<file path="config.mk">
export PLATFORM = sky130hd
export DESIGN_NAME = adder4b_operand_seq_flat
export DESIGN_NICKNAME = d
export VERILOG_FILES = /design/src/rtl/adder4b_operand_seq_if.sv /design/src/rtl/adder4b_operand_seq.sv /design/src/flat_wrapper.sv
export SDC_FILE = /design/constraint.sdc
export NUM_CORES = 1
export LEC_CHECK = 0
export ABC_CLOCK_PERIOD_IN_PS = 2150
export BUFFER_PORTS_ARGS = -buffer_cell sky130_fd_sc_hd__buf_2
export CORE_MARGIN = 4
export CORE_UTILIZATION = 40
export CTS_CLUSTER_DIAMETER = 80
export DETAILED_ROUTE_END_ITERATION = 16
export PLACE_DENSITY = 0.79
export SLEW_MARGIN = 10
export SYNTH_ARGS = -nofsm -noshare
export SYNTH_HDL_FRONTEND = slang
export SYNTH_SLANG_ARGS = --single-unit
</file>
<file path="constraint.sdc">
create_clock -name clock -period 2.15 [get_ports clock]
set_input_delay 0.1075 -clock clock [delete_from_list [all_inputs] [get_ports clock]]
set_output_delay 0.1075 -clock clock [all_outputs]
set_load 0.01 [all_outputs]
</file>
<file path="src/rtl/adder4b_operand_seq_if.sv">
// Bus between the operand sequencer and the external combinational adder.
// The sequencer drives the operands; the adder returns sum and carry.
interface adder4b_operand_seq_if #(
    parameter int unsigned WIDTH = 4
);
    logic [WIDTH-1:0] a_out;
    logic [WIDTH-1:0] b_out;
    logic             ci_out;
    logic [WIDTH-1:0] s_in;
    logic             co_in;

    modport master (
        output a_out,
        output b_out,
        output ci_out,
        input  s_in,
        input  co_in
    );

    modport slave (
        input  a_out,
        input  b_out,
        input  ci_out,
        output s_in,
        output co_in
    );
endinterface

</file>
<file path="src/rtl/adder4b_operand_seq.sv">
// Captures A, then B and Ci, on "enter" button presses, feeds them to the external
// adder, and registers the adder result for display. Optional accumulate mode.
module adder4b_operand_seq #(
    parameter int unsigned WIDTH    = 4,
    parameter bit          ACC_MODE = 1'b0
) (
    input  logic                  clock,
    input  logic                  reset,
    input  logic                  clear,
    input  logic                  enter,
    input  logic [WIDTH-1:0]      din,
    input  logic                  cin_sw,
    adder4b_operand_seq_if.master adder,
    output logic [WIDTH-1:0]      sum,
    output logic                  cout,
    output logic                  valid,
    output logic [1:0]            state
);

    typedef enum logic [1:0] {
        LOAD_A = 2'b00,
        LOAD_B = 2'b01,
        SETTLE = 2'b10,
        SHOW   = 2'b11
    } state_e;

    state_e           state_q, state_d;
    logic [WIDTH-1:0] a_q, a_d;
    logic [WIDTH-1:0] b_q, b_d;
    logic             ci_q, ci_d;
    logic [WIDTH-1:0] sum_q, sum_d;
    logic             cout_q, cout_d;
    logic             valid_q, valid_d;
    logic             enter_q;
    logic             ev;

    // One-cycle event per press; enter_q resets high so a button held through reset is ignored
    assign ev = enter & ~enter_q;

    always_ff @(posedge clock) begin
        if (reset) begin
            state_q <= LOAD_A;
            a_q     <= '0;
            b_q     <= '0;
            ci_q    <= 1'b0;
            sum_q   <= '0;
            cout_q  <= 1'b0;
            valid_q <= 1'b0;
            enter_q <= 1'b1;
        end else begin
            state_q <= state_d;
            a_q     <= a_d;
            b_q     <= b_d;
            ci_q    <= ci_d;
            sum_q   <= sum_d;
            cout_q  <= cout_d;
            valid_q <= valid_d;
            enter_q <= enter;
        end
    end

    always_comb begin
        state_d = state_q;
        if (clear) begin
            state_d = LOAD_A;
        end else begin
            case (state_q)
                LOAD_A: if (ev) state_d = LOAD_B;
                LOAD_B: if (ev) state_d = SETTLE;
                SETTLE: state_d = SHOW;
                SHOW:   if (ev) state_d = ACC_MODE ? LOAD_B : LOAD_A;
                default: state_d = LOAD_A;
            endcase
        end
    end

    // Datapath updates; clear wins over any coincident press
    always_comb begin
        a_d     = a_q;
        b_d     = b_q;
        ci_d    = ci_q;
        sum_d   = sum_q;
        cout_d  = cout_q;
        valid_d = valid_q;
        if (clear) begin
            a_d     = '0;
            b_d     = '0;
            ci_d    = 1'b0;
            sum_d   = '0;
            cout_d  = 1'b0;
            valid_d = 1'b0;
        end else begin
            case (state_q)
                LOAD_A: begin
                    if (ev) a_d = din;
                end
                LOAD_B: begin
                    if (ev) begin
                        b_d  = din;
                        ci_d = cin_sw;
                    end
                end
                SETTLE: begin
                    sum_d   = adder.s_in;
                    cout_d  = adder.co_in;
                    valid_d = 1'b1;
                end
                SHOW: begin
                    if (ev) begin
                        valid_d = 1'b0;
                        // Accumulate chains only the sum; the carry out is dropped
                        if (ACC_MODE) a_d = sum_q;
                    end
                end
                default: ;
            endcase
        end
    end

    assign adder.a_out  = a_q;
    assign adder.b_out  = b_q;
    assign adder.ci_out = ci_q;
    assign sum          = sum_q;
    assign cout         = cout_q;
    assign valid        = valid_q;
    assign state        = state_q;

endmodule

</file>
<file path="src/flat_wrapper.sv">
// flat-port wrapper written by rule: the top's interface ports become plain ports
module adder4b_operand_seq_flat 
#(
    parameter int unsigned WIDTH    = 4,
    parameter bit          ACC_MODE = 1'b0
)
  (clock, reset, clear, enter, din, cin_sw, sum, cout, valid, state, adder_a_out, adder_b_out, adder_ci_out, adder_s_in, adder_co_in);
  adder4b_operand_seq_if #(.WIDTH(WIDTH)) adder_i ();
  input  logic clock;
  input  logic reset;
  input  logic clear;
  input  logic enter;
  input  logic [WIDTH-1:0] din;
  input  logic cin_sw;
  output logic [WIDTH-1:0] sum;
  output logic cout;
  output logic valid;
  output logic [1:0] state;
  output wire logic [$bits(adder_i.a_out)-1:0] adder_a_out;
  output wire logic [$bits(adder_i.b_out)-1:0] adder_b_out;
  output wire logic [$bits(adder_i.ci_out)-1:0] adder_ci_out;
  input wire logic [$bits(adder_i.s_in)-1:0] adder_s_in;
  input wire logic [$bits(adder_i.co_in)-1:0] adder_co_in;
  assign adder_a_out = adder_i.a_out;
  assign adder_b_out = adder_i.b_out;
  assign adder_ci_out = adder_i.ci_out;
  assign adder_i.s_in = adder_s_in;
  assign adder_i.co_in = adder_co_in;
  adder4b_operand_seq #(.WIDTH(WIDTH), .ACC_MODE(ACC_MODE)) u_core (.clock(clock), .reset(reset), .clear(clear), .enter(enter), .din(din), .cin_sw(cin_sw), .adder(adder_i), .sum(sum), .cout(cout), .valid(valid), .state(state));
endmodule
</file>
==> summary.md, run 1 <==
| Metric | Value |
|---|---|
| Status | complete, no violations |
| # clock sinks | 18 |
| Tot Pwr | 579 uW |
| Setup TNS | 0 ns |
| Fraction of layout cells with a size suffix above 1 | 0.319 |
| R2R Setup Slk | 0.65 ns |
| Total gr overflow | 0 |
| Initial antenna violation count | 0 |
| Multiplexer share of the synthesized area | 0.0658 |
| Hold buffers post-CTS | 0 |
| Fmax | 0.667 GHz |
| First-pass GRT wire length | approximately 2600 um |
| Final Max Tran Viols | 0 |
| Critical path depth | 5 |
| Required @ worst endpoint | about 2.3 ns |
| Post-Syn Instances | between 80 and 90 |
| Unrepaired setup endpoints after global routing | no |
| Post-Route WL | 1570 um |
| Antenna Nets Post-Route | 0 |
| Placed cell areas | roughly 900 sq um |
| Slowest-stage cell, CP | or3_4 |
| Setup crit end kind | register |
| Die area | roughly 0.0027 sq mm |
| Critical path cell sequence | inv_1 > ha_1 > or3_4 > nand3_1 > a21oi_1 |
| Die H | around 52 um |
| Crit Path Max Fanout | 8 |
| Drt first pass iters | 4 |
| Root Buffer | clkbuf_4 |
| Critical Path End | u_core.state[0] |
| Avg Cell Area, Syn | 8.95 sq um |
| Largest family of logic cells by synthesized area | simple AND/OR/NAND/NOR gates |
| Die W | 51.6 um |
| DRC | 0 |
| Post-synthesis cell type count | 22 |
| Post-synthesis adder-cell area fraction | 0.0658 |
| Syn nets | approximately 100 |
| Detailed-placement wirelength estimate | 1240 um |
| Worst Setup Path Type | register to register |
| Yosys warns | 0 |
| Critical path origin | u_core.state[0] |
| Initial DRC count | 15 |
| Worst path top cell family by delay | simple AND/OR/NAND/NOR gates |
| Clock Latency Late Sink | 0.29 ns |
| Nets | 132 |
| Largest net degree at the start of global routing | 18 |
| Final period utilization | 0.698 |
| Pwr dens | approximately 620 mW/mm^2 |
| Worst VDD drop | 0.449 mV |
| Io pins | 31 |
| Vias in the first global route | 650 |
| Buffers & Inverters on Critical Path | 1 |
| Initial Util | 0.431 |
| Final core utilization | 0.530 |
| Vias | 674 |
| R2R depth | 5 |
| TritonCTS Buffers | 3 |
| Final setup viols | 0 |
| Compound-Gate Fraction of Synth Area | 0.100 |
| Synth Area in XOR/XNOR | 0 |
| Antenna cells | 0 |
| #FFs+latches synth | 18 |
| Reg2reg start | u_core.state[0] |
| Simple-Gate Fraction of Synth Area | 0.222 |
| Post-route cell area | 935 sq um |
| Hold WC Path Type | primary input to register |
| CTS clk-pin slew, worst paths | 0.10 ns |
| Leakage | 0.392 nW |
| Critical Path Max Stage Delay | 0.42 ns |
| Post_cts resized | 0 |
| Max Cap Violations | 0 |
| Worst Max-Slew Pin Slew | 0.576 ns |
| Post-Syn Area | 761 sq um |
| Seq/Total Area, Yosys | 0.474 |
| Area growth, synth to finish | 22.9% |
| Min Tclk post-route | around 1.5 ns |
| Crit path arrival time | around 1.7 ns |
| Worst Skew | 0.00129 ns |
| Maximum clock path buffer count | 2 |
| DR WL/cell | 11.4 um |
| Slew HR | 0.616 |
| CTS tree | done |
| Core Rows | 15 |
| Port Buffers | 30 |
| Hold wc startpoint | reset |
| Setup Buffers After CTS | 0 |
| Fin. Hold Viols | 0 |
| RR Endpoint | u_core.state[0] |
| Worst setup SP type | register |
| CORE AREA | 0.00176 sq mm |
| CTS H-tree lvls | 1 |
| Vias per cell | between 4 and 5 |
| Total Routing Usage GR | 0.130 |
| Global placement routability congestion | about 0.76 |
## worst min-delay path by stage
stage	slack [ns]	endpoint	cells after the start
after floorplan	0.21	u_core.enter_q	1
after global placement	0.31	u_core.enter_q	2
after detailed placement	0.31	u_core.enter_q	2
after CTS	0.006	u_core.enter_q	2
after global routing	0.005	u_core.enter_q	2
final	0.01	u_core.enter_q	2
## flip-flops by register name (all words and copies together), names as in the netlist
register / count
u_core.cout: 1
u_core.valid: 1
u_core.state: 2
u_core.adder.b_out: 4
u_core.adder.a_out: 4
u_core.adder.ci_out: 1
u_core.enter_q: 1
u_core.sum: 4
## Yosys cell counts
master	n	share of area
clkbuf_1	1	0.0049
and2b_1	1	0.0099
o22ai_1	1	0.0082
buf_4	1	0.0099
buf_6	2	0.030
or2_2	1	0.0082
a21oi_1	12	0.079
nand2b_1	1	0.0082
dfxtp_1	18	0.47
nor3_1	1	0.0066
nand3_1	11	0.072
mux2i_1	5	0.066
clkbuf_2	1	0.0066
nand2_1	10	0.049
or3_4	1	0.015
o21ai_0	2	0.013
inv_1	3	0.015
nor2_1	5	0.025
buf_2	1	0.0066
ha_1	4	0.066
nand3b_1	2	0.020
or2_1	1	0.0082
## layer usage
layer  up-vias  GRT usage  share of wire
met5         -          0              0
met4         0     0.0655          0.013
met3         4     0.0430          0.075
met2        21      0.231           0.51
met1       307      0.136           0.40
li1        342          -              -
## metrics by stage
| stage | std cells | hold WS, ns | setup slack (ns) |
|---|---|---|---|
| after CTS | 138 | 0.00552 | 0.629 |
| final | 138 | 0.0129 | 0.650 |
| after detailed placement | 134 | 0.313 | 0.640 |
| after global routing | 138 | 0.00513 | 0.557 |
| after global placement | 134 | 0.305 | 0.740 |
| after floorplan | 85 | 0.211 | 0.706 |
## layout make-up
cell class	instances	area (sq um)
Clock buffer	4	36.3
Tap cell	25	31.3
Multi-Input combinational cell	58	345
Timing Repair Buffer	30	150
Fill cell	185	830
Inverter	3	11.3
Sequential cell	18	360
## logic make-up after synthesis
kind of cell / count (synthesis)
flops: 18
mux: 5
simple gates: 34
compound gates: 15
buf+inv: 9
fa+ha+maj: 4
## where the power goes
part / internal, mW / total, mW / leakage [nW] / switching [mW]
clock: 0.103 / 0.202 / 0.0210 / 0.0987
combinational: 0.0177 / 0.0390 / 0.226 / 0.0213
sequential: 0.336 / 0.338 / 0.145 / 0.00206
total: 0.457 / 0.579 / 0.392 / 0.122
## cell usage in the layout (no fill, tap or decap)
master    synthesis  layout
nand3_1          11      11
o21ai_0           2       2
nand2b_1          1       1
clkbuf_8          0       1
nand3b_1          2       2
o22ai_1           1       1
or2_1             1       1
a21oi_1          12      12
inv_1             3       3
ha_1              4       4
nor2_1            5       5
buf_2             1      30
and2b_1           1       1
nor3_1            1       1
nand2_1          10      10
clkbuf_4          0       3
or3_4             1       1
mux2i_1           5       5
or2_2             1       1
dfxtp_1          18      18
No activity file was read; power rests on OpenSTA's default activity.
==> inputs of run 2 (changes only) <==
--- a/config.mk
+++ b/config.mk
@@ -5,13 +5,14 @@
 export SDC_FILE = /design/constraint.sdc
 export NUM_CORES = 1
 export LEC_CHECK = 0
-export ABC_CLOCK_PERIOD_IN_PS = 2150
+export ABC_AREA = 1
+export ABC_CLOCK_PERIOD_IN_PS = 1340
 export BUFFER_PORTS_ARGS = -buffer_cell sky130_fd_sc_hd__buf_2
 export CORE_MARGIN = 4
 export CORE_UTILIZATION = 40
 export CTS_CLUSTER_DIAMETER = 80
 export DETAILED_ROUTE_END_ITERATION = 16
-export PLACE_DENSITY = 0.79
+export PLACE_DENSITY = 0.82
 export SLEW_MARGIN = 10
 export SYNTH_ARGS = -nofsm -noshare
 export SYNTH_HDL_FRONTEND = slang
==> constraint.sdc (replaced) <==
create_clock -name clock -period 1.34 [get_ports clock]
set_input_delay 0.067 -clock clock [delete_from_list [all_inputs] [get_ports clock]]
set_output_delay 0.067 -clock clock [all_outputs]
set_load 0.01 [all_outputs]
==> run 2 against run 1 <==
  * Sequential share of layout area shrank 0.33 points
  * Register-to-register slack lost 0.52 ns
  * First-iteration DRC count grew 6.7%
  * Core utilization grew 1.8 points
  * Cell area grew 1.2%
  * Setup slack lost 0.52 ns
  * Via count grew 7.1%
  * Critical path depth grew 1
  * Global-route usage grew 0.31 points
  * Synthesized area shrank 3.5%
  * Critical path type unchanged
==> summary.md, run 2 <==
| Metric | Value |
|---|---|
| Setup TNS | 0 ns |
| Reg area | 362 sq um |
| Vias | 722 |
| Avg Cell Area, Syn | 7.90 sq um |
| Fmax | around 0.83 GHz |
| Hold wc startpoint | enter |
| Reg2reg start | u_core.state[1] |
| Final setup viols | 0 |
| Most common cell in the netlist | nand2_1 |
| Vias in the first global route | 628 |
| Largest net degree at the start of global routing | 15 |
| Fin. Hold Viols | 0 |
| Commonest non-fill, non-tap cell in the layout | buf_2 |
| Final Worst Setup Slack | ~0.13 ns |
| Simple-Gate Fraction of Synth Area | 0.261 |
| Core Rows | 15 |
| Critical Path Max Stage Delay | 0.38 ns |
| Nets | 146 |
| Worst Skew | 0.00319 ns |
| Synth Area in XOR/XNOR | 0 |
| Crit path arrival time | between 1 and 1.5 ns |
| Port Buffers | 30 |
| Clock Latency Late Sink | 0.28 ns |
| Critical path cell sequence | inv_1 > ha_2 > nor2_1 > nand2_1 > a21oi_1 > nor2_1 |
| Maximum clock path buffer count | 2 |
| Setup crit end kind | register |
| Sequential Power Share | 0.603 |
| Internal power component | 693 uW |
| Worst Setup Path Type | register to register |
| Setup Buffers After CTS | 0 |
| DRC | 0 |
| Post-Syn Area | 734 sq um |
| Leakage | 0.433 nW |
| Synth top area share | 0.491 |
| Post-Syn Instances | 93 |
| Pwr dens | slightly below 1000 mW/mm^2 |
| Total gr overflow | 0 |
| Worst hold path endpoint | u_core.enter_q |
| Switch share | 0.242 |
| Worst setup SP type | register |
| CTS tree | done |
| Commonest cells in the netlist | nand2_1 (26), dfxtp_1 (18), a21oi_1 (17), nand3_1 (11), inv_1 (5) |
| Initial antenna violation count | 0 |
| Yosys warns | 0 |
| Hold WC Path Type | primary input to register |
| Multiplexer share of the synthesized area | 0 |
| Global placement routability congestion | ~0.75 |
| #FFs+latches synth | 18 |
| Post-Route WL | approximately 1700 um |
| TritonCTS Buffers | 3 |
| Max Cap Violations | 0 |
| First-pass GRT wire length | 2640 um |
| Die area | 0.00259 sq mm |
| Largest family of logic cells by synthesized area | simple AND/OR/NAND/NOR gates |
| R2R Setup Slk | 0.13 ns |
| Die H | 50.9 um |
| CTS H-tree lvls | 1 |
| # clock sinks | 18 |
| Compound-Gate Fraction of Synth Area | 0.123 |
| Post-synthesis adder-cell area fraction | 0.0681 |
| Post-synth EDFFs | 0 |
| Crit Path Max Fanout | 7 |
| Root Buffer | clkbuf_4 |
| Synth area leader | dfxtp_1 |
| Ys flop type | dfxtp_1 |
| Die W | 50.9 um |
| Min Tclk post-route | roughly 1.2 ns |
| Fillers | 181 |
| Slowest-stage cell, CP | dfxtp_1 |
| CORE AREA | 0.00173 sq mm |
| Asr flop ratio synth | 0 |
| Required @ worst endpoint | 1.52 ns |
| Post-synthesis cell type count | 14 |
| Clock Power Share | 0.279 |
| Pre-CTS worst setup slack | ~0.061 ns |
| Antenna cells | 0 |
| Initial DRC count | 16 |
| DR WL/cell | 11.2 um |
| Initial Util | 0.425 |
| CTS clk-pin slew, worst paths | 0.09 ns |
| Slew HR | 0.833 |
| Fraction of layout cells with a size suffix above 1 | 0.341 |
| Final Max Tran Viols | 0 |
| Worst Max-Slew Pin Slew | approximately 0.25 ns |
| R2R depth | 6 |
| Antenna Nets Post-Route | 0 |
| Sw power | 221 uW |
| Unrepaired setup endpoints after global routing | no |
| Hold Path Depth | 2 |
| Commonest cells after routing, fill and taps aside | buf_2 (30), nand2_1 (26), a21oi_1 (17), dfxtp_1 (17), nand3_1 (11) |
| Multi-input logic area | about 340 sq um |
| Final period utilization | 0.905 |
| Io pins | 31 |
| Drt first pass iters | 4 |
| Area growth, synth to finish | 28.8% |
| RR Endpoint | u_core.state[0] |
| Syn nets | 111 |
| Seq/Total Area, Yosys | 0.491 |
| Vias per cell | 4.78 |
| Combinational share of power | 0.119 |
| Detailed-placement wirelength estimate | 1330 um |
| Critical path's most frequent cell | nor2_1 |
| Leading cell types by total area after synthesis | dfxtp_1 (49%), nand2_1 (13%), a21oi_1 (12%), nand3_1 (7.5%), ha_1 (6.8%) |
| Worst VDD drop | 0.500 mV |
| Total Routing Usage GR | 0.133 |
| Status | complete, no violations |
| Tot Pwr | 914 uW |
[run 2: cell count changes after synthesis, sizes merged, moves of 4 or more]
| cell | previous run | this run |
|---|---|---|
| mux2i | 5 | 0 |
| nand2 | 10 | 26 |
| a21oi | 12 | 17 |
| inv | 3 | 7 |
[run 2: how the worst max path moves through the flow]
stage	from	slack, ns	to
final	u_core.state[1]	0.13	u_core.state[0]
after global routing	u_core.state[1]	0.02	u_core.state[0]
after CTS	u_core.state[0]	0.05	u_core.state[1]
after detailed placement	u_core.state[1]	0.06	u_core.state[0]
after global placement	u_core.state[1]	0.11	u_core.state[1]
after floorplan	u_core.state[0]	0.12	u_core.valid
[run 2: kinds of logic (layout without fill, tap and decap cells)]
group | after synthesis | count (layout)
buffers and inverters | 9 | 42
and+or+nand+nor | 44 | 44
AOI/OAI and AO/OA | 18 | 18
DFF | 18 | 18
adders and majority gates | 4 | 4
[run 2: layout make-up]
cell class | instances | area share
timing repair buffer | 32 | 0.177
sequential | 18 | 0.382
tap | 25 | 0.0331
clock buffer | 3 | 0.0238
inverter | 7 | 0.0278
multi-input combinational | 66 | 0.356
[run 2: power groups by stage]
stage | logic (mW) | clock network, mW | registers (mW)
final | 0.109 | 0.255 | 0.551
after global routing | 0.120 | 0.280 | 0.553
after CTS | 0.108 | 0.261 | 0.551
after detailed placement | 0.105 | 0 | 0.563
after global placement | 0.100 | 0 | 0.562
after floorplan | 0.0594 | 0 | 0.566
[run 2: through the flow]
step,area (sq um),std cells,utilization,hold slack (ns)
detailed placement,907,147,0.525,0.282
CTS,940,151,0.544,0.0169
global placement,907,147,0.525,0.284
floorplan,734,93,-,0.171
global route,946,151,0.548,0.0260
finish,946,151,0.548,0.0225
[run 2: critical path, delay by kind of cell (launching register included)]
| kind | cells | cell delay, ns |
|---|---|---|
| compound gates | 1 | 0.14 |
| simple gates | 3 | 0.26 |
| buf+inv | 1 | 0.09 |
| fa+ha+maj | 1 | 0.22 |
| flops | 1 | 0.38 |
[run 2: routing by layer]
layer | vias up | global-route usage | share of wire
met5 | - | 0 | 0
met4 | 0 | 0.0538 | 0.012
met3 | 4 | 0.0262 | 0.058
met2 | 21 | 0.239 | 0.50
met1 | 328 | 0.154 | 0.43
li1 | 369 | - | -
[run 2: what timing repair did]
item,CTS,global route
endpoints found under the hold margin,1,0
hold buffers,1,0
resized for setup,0,4
setup endpoints to repair,0,3
